--- src/rtl/axi_regbridge_pkg.sv ---
// axi_regbridge shared constants: response codes, FSM encoding,
// and the read data returned when a request times out.
package axi_regbridge_pkg;

   localparam logic [1:0] RESP_OKAY   = 2'b00;
   localparam logic [1:0] RESP_SLVERR = 2'b10;

   localparam logic [1:0] ST_IDLE = 2'd0;
   localparam logic [1:0] ST_REQ  = 2'd1;
   localparam logic [1:0] ST_RESP = 2'd2;

   localparam logic [31:0] TIMEOUT_RDATA = 32'hDEADDEAD;

endpackage

--- src/rtl/axi_regbridge.sv ---
// AXI4-Lite slave -> single-outstanding armreq/armack register bus.
// Ports: clk, rst (async high); AXI AW/W/B/AR/R; arm* register bus.
// Optional: define AXI_REGBRIDGE_TIMEOUT_EN to error out unacked requests.
module axi_regbridge
   import axi_regbridge_pkg::*;
#(
   parameter int TIMEOUT = 1024,
   parameter int TOW     = 16
) (
   input  logic        clk,
   input  logic        rst,
   input  logic [31:0] awaddr,
   input  logic        awvalid,
   output logic        awready,
   input  logic [31:0] wdata,
   input  logic [3:0]  wstrb,
   input  logic        wvalid,
   output logic        wready,
   output logic [1:0]  bresp,
   output logic        bvalid,
   input  logic        bready,
   input  logic [31:0] araddr,
   input  logic        arvalid,
   output logic        arready,
   output logic [31:0] rdata,
   output logic [1:0]  rresp,
   output logic        rvalid,
   input  logic        rready,
   output logic [31:0] armaddr,
   output logic [31:0] armwdata,
   output logic [3:0]  armwstrb,
   output logic        armwr,
   output logic        armreq,
   input  logic        armack,
   input  logic [31:0] armrdata,
   input  logic        armerr
);

   if (TIMEOUT >= (1 << TOW)) begin : g_tow_check
      $error("TOW too narrow for TIMEOUT");
   end

   logic [1:0]  state;
   logic        aw_held, w_held, lastrd;
   logic [31:0] aw_q, w_q;
   logic [3:0]  ws_q;
   logic [1:0]  resp_q;
   logic        idle, aw_hs, w_hs, wr_elig;
   logic        rd_go, wr_go, rsp_hs, tmo;

   assign idle    = (state == ST_IDLE);
   assign awready = idle & ~aw_held & ~rst;
   assign wready  = idle & ~w_held & ~rst;
   assign aw_hs   = awvalid & awready;
   assign w_hs    = wvalid & wready;

   // A handshake in this cycle counts toward eligibility so a write
   // reaches armreq one cycle after its last AXI handshake.
   assign wr_elig = idle & (aw_held | aw_hs) & (w_held | w_hs);
   // Read is offered when no write competes or when the write went last.
   assign arready = idle & ~rst & (~wr_elig | ~lastrd);
   assign rd_go   = arvalid & arready;
   assign wr_go   = wr_elig & ~rd_go;

   assign bvalid = (state == ST_RESP) & armwr;
   assign rvalid = (state == ST_RESP) & ~armwr;
   assign bresp  = resp_q;
   assign rresp  = resp_q;
   assign rsp_hs = (bvalid & bready) | (rvalid & rready);

`ifdef AXI_REGBRIDGE_TIMEOUT_EN
   logic [TOW-1:0] cnt;

   always_ff @(posedge clk or posedge rst) begin
      if (rst) begin
         cnt <= '0;
      end else if (wr_go | rd_go) begin
         cnt <= '0;
      end else if (state == ST_REQ) begin
         cnt <= cnt + 1'b1;
      end
   end

   assign tmo = (state == ST_REQ) & ~armack &
                (cnt == TOW'(TIMEOUT - 1));
`else
   assign tmo = 1'b0;
`endif

   always_ff @(posedge clk or posedge rst) begin
      if (rst) begin
         state    <= ST_IDLE;
         aw_held  <= 1'b0;
         w_held   <= 1'b0;
         lastrd   <= 1'b1;
         aw_q     <= '0;
         w_q      <= '0;
         ws_q     <= '0;
         resp_q   <= RESP_OKAY;
         rdata    <= '0;
         armaddr  <= '0;
         armwdata <= '0;
         armwstrb <= '0;
         armwr    <= 1'b0;
         armreq   <= 1'b0;
      end else begin
         if (aw_hs) begin
            aw_held <= 1'b1;
            aw_q    <= awaddr;
         end
         if (w_hs) begin
            w_held <= 1'b1;
            w_q    <= wdata;
            ws_q   <= wstrb;
         end
         case (state)
            ST_IDLE: begin
               if (wr_go) begin
                  state    <= ST_REQ;
                  armreq   <= 1'b1;
                  armwr    <= 1'b1;
                  armaddr  <= aw_held ? aw_q : awaddr;
                  armwdata <= w_held ? w_q : wdata;
                  armwstrb <= w_held ? ws_q : wstrb;
                  lastrd   <= 1'b0;
               end else if (rd_go) begin
                  state    <= ST_REQ;
                  armreq   <= 1'b1;
                  armwr    <= 1'b0;
                  armaddr  <= araddr;
                  armwstrb <= 4'h0;
                  lastrd   <= 1'b1;
               end
            end
            ST_REQ: begin
               if (armack) begin
                  armreq <= 1'b0;
                  state  <= ST_RESP;
                  resp_q <= armerr ? RESP_SLVERR : RESP_OKAY;
                  if (!armwr) rdata <= armrdata;
               end else if (tmo) begin
                  armreq <= 1'b0;
                  state  <= ST_RESP;
                  resp_q <= RESP_SLVERR;
                  rdata  <= TIMEOUT_RDATA;
               end
            end
            ST_RESP: begin
               if (rsp_hs) begin
                  state <= ST_IDLE;
                  if (armwr) begin
                     aw_held <= 1'b0;
                     w_held  <= 1'b0;
                  end
               end
            end
            default: state <= ST_IDLE;
         endcase
      end
   end

endmodule

--- config.mk ---
export PLATFORM = sky130hd
export DESIGN_NAME = axi_regbridge
export DESIGN_NICKNAME = d
export VERILOG_FILES = /design/src/rtl/axi_regbridge_pkg.sv /design/src/rtl/axi_regbridge.sv
export SDC_FILE = /design/constraint.sdc
export NUM_CORES = 1
export LEC_CHECK = 0
export BUFFER_PORTS_ARGS = -buffer_cell sky130_fd_sc_hd__buf_4
export CAP_MARGIN = 20
export CORE_ASPECT_RATIO = 0.5
export CORE_MARGIN = 2
export CORE_UTILIZATION = 55
export DETAILED_ROUTE_END_ITERATION = 10
export GPL_TIMING_DRIVEN = 0
export PLACE_DENSITY = 0.95
export SYNTH_ARGS = -nofsm -noshare
export SYNTH_HDL_FRONTEND = slang
export SYNTH_SLANG_ARGS = --single-unit
--- constraint.sdc ---
create_clock -name clk -period 11.2 [get_ports clk]
set_input_delay 1.12 -clock clk [delete_from_list [all_inputs] [get_ports clk]]
set_output_delay 1.12 -clock clk [all_outputs]
set_load 0.01 [all_outputs]
==> results of run 1 <==
[worst max-delay path, cell delays in order]
cell	delay (ps)
buf_4	140
nand2b_1	160
a211o_1	280
buf_2	180
clkbuf_1	250
nor2_1	180
nor2_1	50
buf_4	150
[cells in the final DEF (no fill, tap or decap), types with 7 or more instances in the layout]
cell / n
clkbuf_1: 22
mux2_4: 10
dfrtp_1: 175
a221o_1: 31
mux2i_1: 32
nand2_1: 7
buf_4: 252
mux2_2: 156
clkbuf_16: 17
buf_2: 11
nor4_1: 32
nor2_1: 7
[how the worst min path moves through the flow]
stage	to	start	slack, ps	cells after the start
floorplan	aw_q[31]	aw_q[31]	470	1
global placement	armwdata[3]	armwdata[3]	470	1
detailed placement	armwdata[2]	armwdata[2]	480	1
CTS	armwdata[2]	armwdata[2]	500	1
global route	armwdata[0]	armwdata[0]	510	1
finish	armwdata[3]	armwdata[3]	500	1
[power by group]
part / total, mW / switching [mW] / internal (mW) / leakage (nW)
sequential: 1.13 / 0.175 / 0.952 / 2.15
combinational: 1.37 / 0.599 / 0.771 / 2.57
clock: 0.602 / 0.260 / 0.342 / 0.286
total: 3.10 / 1.03 / 2.07 / 5.00
[kinds of logic after synthesis]
group                  count (synthesis)
muxes                                202
DFF                                  176
and+or+nand+nor                       56
AOI/OAI and AO/OA                     48
buffers and inverters                 47
other                                  1
[state kept, by name, summed over array words and instances (netlist names)]
| name | count |
|---|---|
| bresp | 1 |
| armaddr | 32 |
| ws_q | 4 |
| state | 2 |
| aw_held | 1 |
| w_q | 32 |
| w_held | 1 |
| armwr | 1 |
| armwdata | 32 |
| armwstrb | 4 |
| armreq | 1 |
| rdata | 32 |
| lastrd | 1 |
| aw_q | 32 |
[routing by layer]
layer	up-vias	GRT usage, %	part of all wire, %
met1	2806	32.6	41
met4	0	9.48	2.3
met2	170	47.3	53
li1	2518	-	-
met3	41	4.73	3.8
met5	-	0	0
[stage by stage]
stage | power [mW] | area (um^2) | util (%) | hold slack (ps)
4_1_cts | 3.12 | 10400 | 76.6 | 497
3_5_place_dp | 2.50 | 9820 | 72.3 | 480
2_1_floorplan | 1.96 | 7670 | - | 474
6_report | 3.10 | 10400 | 76.6 | 495
5_1_grt | 3.27 | 10400 | 76.6 | 510
3_3_place_gp | 2.43 | 9780 | 72.0 | 471
[final cells by class]
| type | instances | area share [%] |
|---|---|---|
| flip-flops and latches | 176 | 42.3 |
| plain buffers | 41 | 1.93 |
| repair buffers | 250 | 18.2 |
| multi-input cells | 308 | 29.2 |
| clock inverters | 12 | 1.44 |
| well taps | 192 | 2.31 |
| inverters | 6 | 0.288 |
| clock buffers | 20 | 4.29 |
==> implementation parameters, run 1 <==
Parameter                              Value

Logic synthesis
  Synth top area cells ... dfrtp_1, mux2_2, mux2i_1
  Synthesized area ... 7670 um^2
  Parity-gate share of the synthesized area counting xor and xnor cells ... 0%
  Share of the synthesized area in compound gates (AO/OA/AOI/OAI) ... 5.58%
  Post-synthesis instance total ... 530
  Multiplexer share of the synthesized area ... just under 30%
  Sequential area share after synthesis ... 57.4%
  Leading register cell type out of synthesis ... dfrtp_1
  Fraction of the mapped netlist area in simple logic gates ... 4.39%
  Share of flip-flops with an asynchronous set or reset ... 100%
  Yosys top cell by area ... dfrtp_1
  Cell variety after synth ... 34
  Number of flops mapped to enable cells by yosys ... 0
  Synthesis Warnings ... 0
  Cell with the most instances after synthesis ... dfrtp_1
  Share of Yosys cell area claimed by the top area cell type ... 57.1%
  Register bit total from synthesis ... 176
  List of most frequent post-synthesis cells ... dfrtp_1, mux2_2, mux2i_1, nor4_1, a221o_1
  Adder-cell share of the synthesized area ... 0%
  Avg Synthesized Cell Area ... 14.5 um^2
  Combinational family with the most area after synthesis ... multiplexers

STA
  Clock period minus worst slack ... 3640 ps
  Relative slew slack ... 50.6%
  Actual transition at the worst max-transition pin ... 740 ps
  Number of setup violations in the final report ... 0
  Total negative setup slack ... 0 ps
  Post-route setup slack ... 7560 ps
  FMAX ... 275 MHz
  Fin. Hold Viols ... 0
  Final number of max-transition violations ... 0
  Final period util ... 32.5%
  Unrepaired setup endpoints after global routing ... false
  Setup Skew ... around 12 ps

Critical path
  Worst reg2reg path endpoint ... armwdata[4]
  Crit path capture type ... primary output
  Kind of start point of the critical path ... input port
  Peak fanout along the critical path ... 10
  Arrival time of the worst setup path ... 2520 ps
  Logic depth of the worst register-to-register path ... 6
  Minimum setup slack among reg-to-reg paths ... 8880 ps
  Capture point of the worst path ... arready
  FF-to-FF Start ... state[0]
  Classification of the worst setup path ... in -> out
  Critical Path RT ... 10080 ps
  CP startpoint ... rst

Floorplanning
  Die boundary width ... 171 um
  DIE AREA ... roughly 15000 um^2
  Initial core utilization ... 56.4%
  Floorplan die height ... 87.5 um
  Top-Level Pins ... 252
  Row Count ... 30
  Placeable core area ... 13600 um^2

Clock tree
  Source-to-sink clock delay at the later pin of the worst-skew pair ... 410 ps
  CTS buffer count ... 17
  Maximum level of the CTS H-tree ... 4
  Setup repair bufs after CTS ... 0
  Number of buffers between clock root and the deepest sink ... 2
  Cell chosen for the clock root ... clkbuf_16
  Clock-pin slew of the registers on the worst-case setup and hold paths ... around 70 ps
  Cts hold-fix bufs ... 0
  Clock tree from TritonCTS ... yes
  Clock sink count ... 176
  Total of cells resized after clock tree synthesis ... 0

Drt
  Residual DRC ... 0
  Drt first pass iters ... 4
  Routed Antenna Nets ... 0
  Overall routed net length ... 19700 um
  Via count of the routed design ... approximately 5500
  Mean number of vias per cell ... 5.51
  Starting DRT DRC Count ... 259
  Post-DR wirelength/cell ... ~20 um

Final layout
  Antenna fix cells ... 0
  Fillcell total ... 887
  Sequential Area ... 4410 um^2
  Fraction of final layout cells with drive strength greater than 1 ... 57.7%
  Area growth, synth to finish ... 35.8%
  Final std cells w/o fill ... approximately 1000
  Final layout net count ... approximately 940
  Area used by multi-input combinational logic ... 3040 um^2

Pwr
  Static Leak ... 5.00 nW
  Worst IR Drop VDD ... 130 uV
  Cell area power density ... about 300 nW/um^2

Placed design
  HPWL after detailed placement ... around 14000 um
  Final estimated routing congestion in global placement ... 0.783
  Placed Cells incl. Taps ... 973
  Worst slack, placed ... 7630 ps
  Port Buffer Count ... 249

GRT
  All-Layer GR Usage ... 26.4%
  Initial antenna violation count ... 0
  Wire length of the first global-routing pass ... 30500 um
  Largest net degree at the start of global routing ... between 100 and 150
  Via count of the first global-routing pass ... 5841
  Total congestion overflow after global routing ... 0

Worst hold path
  Type of the most critical hold path ... reg -> reg

Run
  Max-cap violations ... 0

Outcome
  Status ... complete, no violations
Note: power is estimated with default switching activity, not from simulation.
==> inputs of run 2 (changes only) <==
Settings changed: ABC_AREA set to 1, CORE_UTILIZATION 55 to 46, PLACE_DENSITY 0.95 to 0.86.
Clock period 11.2 ns to 3 ns, I/O delays scaled along.
==> run 2 against run 1 <==
Compared with the run above:
- non-clock buffer count up 28
- clock skew up 5.8 ps
- via count up 31%
- worst hold slack worse by 450 ps
- power rose to 3.7 times the previous value
- sequential power rose to 3.7 times the previous value
- register-to-register slack worse by 8000 ps
- combinational power rose to 3.7 times the previous value
- global-route usage down 0.33 points
- critical path type is now reg -> out
- largest power group unchanged
==> implementation parameters, run 2 <==
Parameter                              Value

Outcome
  Status ... complete, no violations (unchanged)

Clock tree
  Clock-pin slew of the registers on the worst-case setup and hold paths ... 70 ps (about the same)
  Maximum level of the CTS H-tree ... 4 (unchanged)
  Clock sink count ... 176 (unchanged)
  CTS buffer count ... 17 (unchanged)
  Number of buffers between clock root and the deepest sink ... 2 (unchanged)
  Cell chosen for the clock root ... clkbuf_16 (unchanged)
  Setup repair bufs after CTS ... 0 (unchanged)
  Clock tree from TritonCTS ... yes (unchanged)
  Source-to-sink clock delay at the later pin of the worst-skew pair ... 430 ps (was 410 ps)

Critical path
  Worst reg2reg path endpoint ... w_q[22] (was armwdata[4])
  Critical Path RT ... 2700 ps (was 10080 ps)
  FF-to-FF Start ... state[1] (was state[0])
  Cell Chain, Critical Path ... nor2_2, nand2_2, o21ai_2, nand3_2, inv_2, buf_6, buf_4, a21oi_2, buf_4 (was buf_4, nand2b_1, a211o_1, buf_2, clkbuf_1, nor2_1, nor2_1, buf_4)
  Crit path capture type ... primary output (unchanged)
  Peak fanout along the critical path ... 10 (unchanged)
  Minimum setup slack among reg-to-reg paths ... 850 ps (was 8880 ps)
  Critical-path top delay cell ... dfrtp_1 (was a211o_1)
  Logic depth of the worst register-to-register path ... 7 (was 6)
  Classification of the worst setup path ... reg -> out (was in -> out)
  Arrival time of the worst setup path ... 2290 ps (was 2520 ps)
  Kind of start point of the critical path ... flip-flop (was input port)
  Maximum single-stage delay on the critical path ... 410 ps (was 280 ps)
  Most frequent cell on the critical path ... buf_4

Pwr
  Static Leak ... 5.52 nW (was 5.00 nW)
  Cell area power density ... 1070 nW/um^2 (was 298 nW/um^2)
  Worst IR Drop VDD ... 565 uV (was 130 uV)

Logic synthesis
  Share of Yosys cell area claimed by the top area cell type ... 56.4% (was 57.1%)
  Cell with the most instances after synthesis ... nand2_1 (was dfrtp_1)
  Register bit total from synthesis ... 176 (unchanged)
  Sequential area share after synthesis ... 56.7% (was 57.4%)
  Synthesized area ... 7760 um^2 (was 7670 um^2)
  Synth top area cells ... dfrtp_1, nand2_1, o21ai_0 (was dfrtp_1, mux2_2, mux2i_1)
  Yosys top cell by area ... dfrtp_1 (unchanged)
  Avg Synthesized Cell Area ... 9.14 um^2 (was 14.5 um^2)
  Number of flops mapped to enable cells by yosys ... 0 (unchanged)
  Synthesis Warnings ... 0 (unchanged)
  Cell variety after synth ... 27 (was 34)
  List of most frequent post-synthesis cells ... nand2_1, dfrtp_1, o21ai_0 (was dfrtp_1, mux2_2, mux2i_1, nor4_1, a221o_1)
  Post-synthesis instance total ... 850 (was 530)
  Leading register cell type out of synthesis ... dfrtp_1 (unchanged)
  Share of flip-flops with an asynchronous set or reset ... 100% (unchanged)

STA
  Relative slew slack ... 49.6% (was 50.6%)
  FMAX ... 386 MHz
  Unrepaired setup endpoints after global routing ... false (unchanged)
  Total negative setup slack ... 0 ps (unchanged)
  Post-route setup slack ... 408 ps (was 7560 ps)
  Number of setup violations in the final report ... 0 (unchanged)
  Setup Skew ... 18.0 ps (was 12.1 ps)
  Final number of max-transition violations ... 0 (unchanged)
  Fin. Hold Viols ... 0 (unchanged)
  Actual transition at the worst max-transition pin ... 752 ps (was 740 ps)
  Final period util ... a little under nine tenths
  Clock period minus worst slack ... 2590 ps

Final layout
  Fillcell total ... 1313 (was 887)
  Utilization after layout ... 65.9% (was 76.6%)
  Most frequent standard cell in the layout excluding fill and tap cells ... buf_4 (unchanged)
  Antenna fix cells ... 0 (unchanged)
  Fraction of final layout cells with drive strength greater than 1 ... 32.7% (was 57.7%)
  Area growth, synth to finish ... 39.6% (was 35.8%)
  Commonest non-fill, non-tap cells in the layout ... buf_4, nand2_1, dfrtp_1, o21ai_0, nand3_1 (was buf_4, dfrtp_1, mux2_2, mux2i_1, nor4_1)
  Final layout net count ... 1269 (was 941)

Floorplanning
  DIE AREA ... 18000 um^2 (was 15000 um^2)
  Floorplan die height ... 95.9 um (was 87.5 um)
  Placeable core area ... 16400 um^2 (was 13600 um^2)
  Die boundary width ... 188 um (was 171 um)
  Row Count ... 33 (was 30)
  Initial core utilization ... 47.3% (was 56.4%)
  Top-Level Pins ... 252 (unchanged)

Drt
  Starting DRT DRC Count ... 485 (was 259)
  Residual DRC ... 0 (unchanged)
  Post-DR wirelength/cell ... 17.1 um (was 19.6 um)
  Routed Antenna Nets ... 0 (unchanged)
  Drt first pass iters ... 5 (was 4)
  Overall routed net length ... 23300 um (was 19700 um)
  Via count of the routed design ... 7250 (was 5535)
  Mean number of vias per cell ... 5.30 (was 5.51)

GRT
  Largest net degree at the start of global routing ... 44 (was 109)
  All-Layer GR Usage ... 26.0% (was 26.4%)
  Via count of the first global-routing pass ... 7230 (was 5841)
  Wire length of the first global-routing pass ... 36700 um (was 30500 um)
  Total congestion overflow after global routing ... 0 (unchanged)
  Initial antenna violation count ... 0 (unchanged)

Placed design
  Worst slack, placed ... -174 ps (was 7630 ps)
  HPWL after detailed placement ... 17300 um (was 14100 um)
  Final estimated routing congestion in global placement ... 0.841 (was 0.783)
  Port Buffer Count ... 248 (was 249)

Worst hold path
  Type of the most critical hold path ... in -> async (was reg -> reg)

Run
  Max-cap violations ... 0 (unchanged)
-- run 2: cell count changes in the layout (fill, tap and decap cells not counted), moves of 31 or more --
cell     before  now
a221o_1      31    0
inv_1         4   68
mux2_2      156   32
nand2_1       7  195
nand3_1       0   88
nand4_1       0   32
nor4_1       32    0
o21ai_0       3  105
o21ai_1       0   38
-- run 2: metrics by stage --
step | hold slack, ps | total power, mW | std cells | area [um^2]
final | 49.9 | 11.6 | 1368 | 10800
after global routing | 71.5 | 12.3 | 1368 | 10800
after CTS | 64.5 | 11.6 | 1368 | 10800
after detailed placement | 437 | 9.23 | 1330 | 10200
after global placement | 455 | 8.97 | 1326 | 10100
after floorplan | 390 | 7.07 | 851 | 7930
-- run 2: critical path: cells and delay by family (launching register included) --
| kind | cells | cell delay [ps] |
|---|---|---|
| AND/OR/NAND/NOR | 3 | 580 |
| buffers and inverters | 4 | 610 |
| AO/OA/AOI/OAI | 2 | 270 |
| flip-flops | 1 | 410 |
-- run 2: cells by family after synthesis --
group,count (synthesis),share of synthesized area (%)
flops,176,56.7
other cells,1,0.0483
simple gates,341,19.5
compound gates,150,9.93
buf+inv,134,7.09
mux,48,6.70
-- run 2: power by group --
group	switching, mW	internal [mW]	total, mW
clock network	0.962	1.36	2.32
registers	0.627	3.53	4.16
logic	2.81	2.26	5.08
-- run 2: worst max-delay path by stage --
stage,start,endpoint
after floorplan,rst,arready
after global placement,rst,armwdata[3]
after detailed placement,rst,armwdata[3]
after CTS,state[1],arready
after global routing,state[1],arready
final,state[1],arready
-- run 2: layer usage --
metal  track usage, %  share of wire (%)  vias to the layer above
li1                 -                  -                     3384
met3             5.03                5.8                       51
met5                0                  0                        -
met4             9.32                2.3                        0
met2             45.1                 50                      271
met1             33.3                 41                     3544
-- run 2: cell type report --
| type | instances | area (um^2) | share of cell area [%] |
|---|---|---|---|
| buffer | 62 | 365 | 3.37 |
| inverter | 72 | 274 | 2.53 |
| clock buffer | 20 | 457 | 4.21 |
| sequential | 176 | 4410 | 40.7 |
| multi-input combinational | 541 | 2880 | 26.6 |
| timing repair buffer | 257 | 2010 | 18.6 |
| tap | 227 | 284 | 2.62 |
| timing repair inverter | 1 | 5.00 | 0.0462 |
| clock inverter | 12 | 153 | 1.41 |
-- run 2: timing repair --
action / 4_1_cts / 5_1_grt
hold buffers: 5 / 0
endpoints found under the setup margin: 1 / 0
gates resized for setup: 0 / 0
endpoints found under the hold margin: 26 / 0
